===== src/rtl/riscv_isa_pkg.sv =====
// Shared RISC-V ISA definitions: trap FSM state encoding and machine cause codes.
package riscv_isa;

  typedef enum logic [1:0] {
    IDLE     = 2'd0,
    ENTER    = 2'd1,
    REDIRECT = 2'd2
  } trap_state_e;

  localparam int unsigned ILLEGAL_INST = 2;
  localparam int unsigned MTIMER_IRQ   = 7;
  localparam int unsigned ECALL_M      = 11;

endpackage


===== src/rtl/trap_ctrl.sv =====
// Machine-mode trap entry/return sequencer: exception/irq -> ENTER (mepc/mcause strobe) -> REDIRECT, 2 cycles; MRET -> REDIRECT, 1 cycle.
// Redirect is held stable until fetch accepts it; busy stalls upstream commit for the whole sequence.
module trap_ctrl
  import riscv_isa::*;
#(
  parameter int XLEN = 32
) (
  input  logic            clk,
  input  logic            rst_b,
  input  logic            commit_valid,
  input  logic [XLEN-1:0] commit_pc,
  input  logic            exc_valid,
  input  logic [XLEN-2:0] exc_code,
  input  logic            mret_valid,
  input  logic            irq_req,
  input  logic [XLEN-2:0] irq_code,
  input  logic [XLEN-3:0] csr_rd_mtvec_base,
  input  logic [1:0]      csr_rd_mtvec_mode,
  input  logic [XLEN-1:0] csr_rd_mepc_mepc,
  output logic            ent_trap,
  output logic [XLEN-1:0] csr_wr_mepc_mepc,
  output logic [XLEN-2:0] csr_wr_mcause_exception_code,
  output logic            csr_wr_mcause_interrupt,
  output logic            redirect_valid,
  output logic [XLEN-1:0] redirect_pc,
  input  logic            redirect_ready,
  output logic            busy
);

  trap_state_e     r_state;
  trap_state_e     w_nxt_state;

  logic [XLEN-1:0] r_epc;
  logic [XLEN-2:0] r_cause;
  logic            r_intr;
  logic [XLEN-1:0] r_redir_pc;

  logic            w_take_exc;
  logic            w_take_irq;
  logic            w_take_mret;
  logic [XLEN-1:0] w_base_addr;
  logic [XLEN-1:0] w_vec_off;
  logic [XLEN-1:0] w_trap_target;

  // Exceptions outrank interrupts, which outrank MRET; all gated by commit_valid.
  assign w_take_exc  = commit_valid & exc_valid;
  assign w_take_irq  = commit_valid & ~exc_valid & irq_req;
  assign w_take_mret = commit_valid & ~exc_valid & ~irq_req & mret_valid;

  assign w_base_addr   = {csr_rd_mtvec_base, 2'b00};
  assign w_vec_off     = {r_cause[XLEN-3:0], 2'b00};
  assign w_trap_target = ((csr_rd_mtvec_mode == 2'd1) && r_intr) ?
                         (w_base_addr + w_vec_off) : w_base_addr;

  always_ff @(posedge clk or negedge rst_b) begin
    if (!rst_b) r_state <= IDLE;
    else        r_state <= w_nxt_state;
  end

  always_comb begin
    w_nxt_state = r_state;
    case (r_state)
      IDLE: begin
        if (w_take_exc || w_take_irq) w_nxt_state = ENTER;
        else if (w_take_mret)         w_nxt_state = REDIRECT;
      end
      ENTER:    w_nxt_state = REDIRECT;
      REDIRECT: if (redirect_ready) w_nxt_state = IDLE;
      default:  w_nxt_state = IDLE;
    endcase
  end

  // Capture registers only move in IDLE/ENTER, so redirect_pc is frozen in REDIRECT.
  always_ff @(posedge clk or negedge rst_b) begin
    if (!rst_b) begin
      r_epc      <= '0;
      r_cause    <= '0;
      r_intr     <= 1'b0;
      r_redir_pc <= '0;
    end else begin
      case (r_state)
        IDLE: begin
          if (w_take_exc || w_take_irq) begin
            r_epc   <= commit_pc;
            r_cause <= w_take_exc ? exc_code : irq_code;
            r_intr  <= w_take_irq;
          end else if (w_take_mret) begin
            r_redir_pc <= csr_rd_mepc_mepc;
          end
        end
        ENTER:   r_redir_pc <= w_trap_target;
        default: ;
      endcase
    end
  end

  assign ent_trap                     = (r_state == ENTER);
  assign redirect_valid               = (r_state == REDIRECT);
  assign busy                         = (r_state != IDLE);
  assign redirect_pc                  = r_redir_pc;
  assign csr_wr_mepc_mepc             = r_epc;
  assign csr_wr_mcause_exception_code = r_cause;
  assign csr_wr_mcause_interrupt      = r_intr;

endmodule


===== config.mk =====
export PLATFORM = sky130hd
export DESIGN_NAME = trap_ctrl
export DESIGN_NICKNAME = d
export VERILOG_FILES = /design/src/rtl/riscv_isa_pkg.sv /design/src/rtl/trap_ctrl.sv
export SDC_FILE = /design/constraint.sdc
export NUM_CORES = 1
export LEC_CHECK = 0
export BUFFER_PORTS_ARGS = -buffer_cell sky130_fd_sc_hd__buf_2
export CAP_MARGIN = 20
export CORE_ASPECT_RATIO = 1.2
export CORE_MARGIN = 4
export CORE_UTILIZATION = 35
export CTS_BUF_LIST = sky130_fd_sc_hd__clkbuf_16
export CTS_CLUSTER_DIAMETER = 50
export DETAILED_ROUTE_END_ITERATION = 10
export GPL_TIMING_DRIVEN = 0
export PLACE_DENSITY_LB_ADDON = 0.3
export RECOVER_POWER = 50
export SETUP_SLACK_MARGIN = 0.1
export SYNTH_ARGS = -nofsm -noshare
export SYNTH_HDL_FRONTEND = slang
export SYNTH_SLANG_ARGS = --single-unit

===== constraint.sdc =====
create_clock -name clk -period 4.51 [get_ports clk]
set_clock_uncertainty 0.05 [all_clocks]
set_input_delay 0.902 -clock clk [delete_from_list [all_inputs] [get_ports clk]]
set_output_delay 0.902 -clock clk [all_outputs]
set_load 0.01 [all_outputs]

==> results.json, run 1 <==
{
  "status": "finished with violations",
  "violations": "max-capacitance violations, max-slew violations",
  "die_w_um": 126,
  "remaining_drc_errors": 0,
  "setup_violations": 0,
  "wire_per_inst_um": 17.8,
  "fin_util_pct": 47.1,
  "worstMarginPinSlew_ns": 2.91,
  "post_cts_resized": 0,
  "gp_congestion": 0.882,
  "grt.total_usage_pct": 20.4,
  "overflow": 0,
  "row_count": 51,
  "clk_latency_ns": 0.36,
  "portBuffers": 263,
  "fin_area_um2": 7660,
  "start_kind": "input pin",
  "clockBufferDepth": 2,
  "worstPathRequired_ns": 4.66,
  "viasPerCell": 5.11,
  "synth_flop_cell": "dfrtp_1",
  "boundaryPins": 264,
  "dp_slack_ns": 0.452,
  "post_cts_buffers": 0,
  "hold_violations": 0,
  "syn_inst": 617,
  "post-route-min-period_ns": 3.72,
  "cp-end-kind": "flip-flop",
  "synthesis.nets": 812,
  "cts_tree": "yes",
  "grt_pass1_vias": 5750,
  "layout-drive-gt1-share_pct": 29.0,
  "slew_violations": 51,
  "ys_types": 54,
  "cts_made_buffers": 9,
  "vias": 5678,
  "antenna_found_initial": 2,
  "async_flop_share_pct": 100,
  "fmax_mhz": 269,
  "cts_hold_buffers": 0,
  "crit_slowest_cell": "a2111oi_1",
  "drt-initial-drc-count": 266,
  "die_area_um2": 18800,
  "h-tree-depth": 3,
  "crit_arrival_ns": 3.86,
  "ys_seq_area_share_pct": 42.2,
  "p_leak_nw": 3.61,
  "path_clk_slew_ns": 0.07,
  "dpl_cell_area_um2": 7430,
  "period_share_pct": 82.4,
  "peakVddDrop_v": 0.000217,
  "cp_max_fo": 3,
  "relSlewSlack_pct": -93.7,
  "hpwl_um": 16200,
  "rsz0062_at_grt": "no",
  "min_path_type": "reg -> reg",
  "core_area_um2": 16300,
  "ant_nets": 0,
  "die_height_um": 149,
  "first_pass_iters": 4,
  "syn2layout_area_growth_pct": 31.8,
  "path_class": "in -> reg",
  "max_cap_viol_count": 1,
  "crit_chain": "buf_2, ha_1, fa_1, a211oi_2, o21ai_1, a2111oi_1, o31ai_1, a21oi_1, nand2b_1, o221ai_1, o21ai_1, a21oi_1",
  "grt_max_degree": 52,
  "start_util_pct": 35.7,
  "tns_ns": 0,
  "yosysWarningCount": 0,
  "grt_pass1_wl_um": 30300,
  "syn_avg_cell_area_um2": 9.43,
  "ys_seq_elements": 98,
  "p_total_mw": 4.84,
  "clkSinkCount": 98,
  "fin_nets": 1087,
  "synth_edf_count": 0,
  "root_buffer": "clkbuf_16",
  "wirelength_um": 19800,
  "power_density_nw_per_um2": 632,
  "syn_area_um2": 5820,
  "slowest_delay_ns": 0.61,
  "worst_slack_ns": 0.795
}
## final timing paths
path / from / to / slack, ns / cells after the start
setup / recovery: csr_rd_mtvec_base[0] / redirect_pc[30] / 0.79 / 12
hold / removal: redirect_pc[1] / redirect_pc[1] / 0.42 / 2
setup reg to reg: csr_wr_mcause_exception_code[0] / redirect_pc[30] / 1.02 / 11
hold reg to reg: redirect_pc[1] / redirect_pc[1] / 0.42 / 2
max in group asynchronous: rst_b / redirect_pc[2] / 1.32 / 1
min in group asynchronous: rst_b / csr_wr_mepc_mepc[17] / 1.41 / 1
## registers in the layout (all words and copies together) (netlist names)
name                          flops
csr_wr_mcause_exception_code     31
csr_wr_mcause_interrupt           1
csr_wr_mepc_mepc                 32
r_state                           2
redirect_pc                      32
## cell usage in the layout, fill, tap and decap left out, types with 3 or more instances in the layout
master and instances:
o21ai_0 30, nor2_1 56, a31oi_1 6, a21oi_2 3
nand3_1 9, xnor2_1 8, ha_1 29, o221ai_1 4
xor2_1 13, o21bai_1 5, nor3_1 5, clkbuf_1 80
buf_2 214, o21ai_1 24, mux2_2 15, a211oi_1 16
a21o_1 8, dfrtp_1 98, or2_2 4, mux2_1 17
a21oi_1 75, mux2i_1 33, o22ai_1 9, nand2_1 62
o211ai_1 13, nand4_1 4, nand2b_1 3, inv_6 3
clkbuf_16 9, inv_1 7
## critical path: cells and delay by family
family          cells  cell delay [ns]
simple gates        1             0.18
compound gates      8             2.00
buf+inv             1             0.11
fa+ha+maj           2             0.66
## per-stage QoR
| stage | cells | hold slack, ns |
|---|---|---|
| 2_1_floorplan | 617 | 0.457 |
| 3_3_place_gp | 1092 | 0.396 |
| 3_5_place_dp | 1093 | 0.401 |
| 4_1_cts | 1109 | 0.416 |
| 5_1_grt | 1111 | 0.453 |
| 6_report | 1111 | 0.418 |
## routing by layer
layer / global-route usage (%) / vias to the layer above / wire, um
met5: 0 / - / 0
met3: 2.97 / 36 / 1120
li1: - / 2802 / -
met4: 9.06 / 0 / 716
met2: 34.4 / 207 / 9580
met1: 26.1 / 2633 / 8360
## synth_stat cells (13+ instances only)
cell type   n  area, um2
dfrtp_1    98       2450
a21oi_1    75        375
nand2_1    62        233
nor2_1     56        210
mux2i_1    33        330
clkbuf_1   31        116
o21ai_0    30        150
ha_1       29        363
o21ai_1    24        120
mux2_1     17        191
a211oi_1   16        120
mux2_2     15        169
o211ai_1   13       97.6
xor2_1     13        114
## cells by family (layout without fill, tap and decap cells)
group	after synthesis	in the layout	synth area share, %
AND/OR/NAND/NOR	156	156	11.6
other	0	2	0
flip-flops	98	98	42.2
adder cells (fa/ha/maj)	30	30	6.58
multiplexers	66	66	12.1
buffers and inverters	39	319	2.52
AO/OA/AOI/OAI	207	207	21.9
XOR/XNOR	21	21	3.16
## power breakdown
group | total (mW) | leakage (nW) | internal (mW) | switching (mW)
clock | 0.777 | 0.145 | 0.392 | 0.386
combinational | 2.49 | 2.33 | 1.03 | 1.45
sequential | 1.58 | 1.13 | 1.28 | 0.297
total | 4.84 | 3.61 | 2.71 | 2.13
## cell type report
| type | instances | area [um2] |
|---|---|---|
| diodes | 2 | 5.00 |
| plain buffers | 31 | 116 |
| clock buffers | 9 | 225 |
| clock inverters | 7 | 68.8 |
| fillers | 1646 | 8610 |
| inverters | 8 | 30.0 |
| multi-input cells | 480 | 3220 |
| flip-flops and latches | 98 | 2450 |
| well taps | 212 | 265 |
| repair buffers | 264 | 1280 |
(Power assumes the default switching activity.)
==> run 2: changes to the inputs <==
==> constraint.sdc (replaced) <==
create_clock -name clk -period 3.3 [get_ports clk]
set_clock_uncertainty 0.05 [all_clocks]
set_input_delay 0.66 -clock clk [delete_from_list [all_inputs] [get_ports clk]]
set_output_delay 0.66 -clock clk [all_outputs]
set_load 0.01 [all_outputs]
==> run 2 against run 1 <==
Net effect: the run now ends clean; final area increased by 0.38%; wire length is essentially flat; final cell count up 0.27%; sequential cell count is the same; non-clock buffer count increased by 3; sequential power up 37%; first-iteration DRC count rose by 3.8%; die area stayed put; register-to-register slack worse by 0.80 ns; critical path type is now reg -> reg; highest routed layer unchanged.
==> results.json, run 2 (synthesized netlist as in run 1, its figures left out) <==
{
  "worstMarginPinSlew_ns": 1.30,
  "die_w_um": 126,
  "worst_slack_ns": 0.218,
  "die_area_um2": 18800,
  "hold_slack_ns": 0.419,
  "cp_max_fo": 3,
  "min_path_type": "reg -> reg",
  "cts_made_buffers": 9,
  "root_buffer": "clkbuf_16",
  "fin_cells": 1114,
  "viasPerCell": 5.10,
  "max_cap_viol_count": 0,
  "portBuffers": 263,
  "drt-initial-drc-count": 276,
  "relSlewSlack_pct": 13.1,
  "power_density_nw_per_um2": 868,
  "crit_chain": "ha_1, fa_1, a211oi_2, o21ai_1, a21oi_1, nor2b_1, o21ai_1, a21oi_1, nor2_1, a2111oi_1, mux2i_1, a21oi_1",
  "fin_util_pct": 47.3,
  "grt_pass1_vias": 5760,
  "grt_max_degree": 52,
  "status": "finished clean",
  "hold_violations": 0,
  "worstPathRequired_ns": 3.52,
  "crit_buf_inv": 0,
  "ant_nets": 0,
  "final_common_cell": "buf_2",
  "row_count": 51,
  "cp_common_cell": "a21oi_1",
  "start_util_pct": 35.7,
  "dp_slack_ns": -0.516,
  "die_height_um": 149,
  "cp_top_family": "compound AO/OA/AOI/OAI gates",
  "dp_cells": 1093,
  "core_area_um2": 16300,
  "path_clk_slew_ns": 0.08,
  "clkSinkCount": 98,
  "boundaryPins": 264,
  "hpwl_um": 16200,
  "cts_tree": "yes",
  "p_total_mw": 6.68,
  "grt.total_usage_pct": 20.5,
  "clockBufferDepth": 2,
  "fmax_mhz": 324,
  "grt_pass1_wl_um": 30400,
  "start_kind": "flip-flop",
  "layout-drive-gt1-share_pct": 29.7,
  "layout_common_cells": "214 x buf_2, 98 x dfrtp_1, 79 x clkbuf_1",
  "gp_congestion": 0.882,
  "antenna_found_initial": 2,
  "h-tree-depth": 3,
  "clk_latency_ns": 0.35,
  "syn2layout_area_growth_pct": 32.3,
  "remaining_drc_errors": 0,
  "period_share_pct": 93.4,
  "cp-end-kind": "flip-flop",
  "cts_hold_buffers": 0,
  "peakVddDrop_v": 0.000298,
  "crit_slowest_cell": "fa_1",
  "slowest_delay_ns": 0.44,
  "wire_per_inst_um": 17.7,
  "slew_violations": 0,
  "first_pass_iters": 5,
  "rsz0062_at_grt": "yes",
  "setup_violations": 0,
  "post-route-min-period_ns": 3.08,
  "fin_nets": 1090,
  "wirelength_um": 19800,
  "vias": 5684,
  "p_leak_nw": 3.63,
  "path_class": "reg -> reg",
  "overflow": 0,
  "crit_arrival_ns": 3.30
}
run 2: power by group:
part	total (mW)	internal, mW	switching [mW]
sequential	2.16	1.75	0.404
clock	1.06	0.535	0.523
combinational	3.46	1.45	2.01
total	6.68	3.74	2.94
run 2: area by class of cell:
type | count | area (um2)
inverters | 8 | 30.0
clock inverters | 7 | 68.8
well taps | 212 | 265
repair buffers | 267 | 1280
flip-flops and latches | 98 | 2450
clock buffers | 9 | 225
multi-input cells | 480 | 3240
plain buffers | 31 | 116
fillers | 1643 | 8580
diodes | 2 | 5.00
run 2: worst paths after layout:
kind	end	slack [ns]	depth (start not counted)	from
max	redirect_pc[16]	0.22	12	csr_wr_mcause_exception_code[0]
min	redirect_pc[1]	0.42	2	redirect_pc[1]
max reg2reg	redirect_pc[16]	0.22	12	csr_wr_mcause_exception_code[0]
min reg2reg	redirect_pc[1]	0.42	2	redirect_pc[1]
max in group asynchronous	csr_wr_mcause_exception_code[11]	0.83	2	rst_b
min in group asynchronous	csr_wr_mepc_mepc[17]	0.51	1	rst_b
run 2: worst min-delay path, cell delays in order (launching register included):
cell	delay [ns]
dfrtp_1	0.34
nand2_1	0.05
nand2_1	0.05
run 2: per-stage QoR:
| step | area (um2) | setup TNS (ns) |
|---|---|---|
| floorplan | 5820 | 0 |
| global placement | 7400 | -2.14 |
| detailed placement | 7430 | -2.67 |
| CTS | 7740 | 0 |
| global route | 7690 | 0 |
| finish | 7690 | 0 |
run 2: timing repair:
action / in CTS / in global routing
gates resized for setup: 3 / 2
pin swaps: 1 / 2
buffers inserted: 0 / 3
endpoints found under the setup margin: 5 / 5
run 2: per-layer routing:
metal | global-route usage (%) | vias to the layer above | wire length, um | part of all wire [%]
met4 | 9.06 | 0 | 664 | 3.4
met3 | 2.97 | 32 | 1080 | 5.5
met1 | 26.2 | 2636 | 8330 | 42
met2 | 34.5 | 205 | 9680 | 49
li1 | - | 2811 | - | -
met5 | 0 | - | 0 | 0
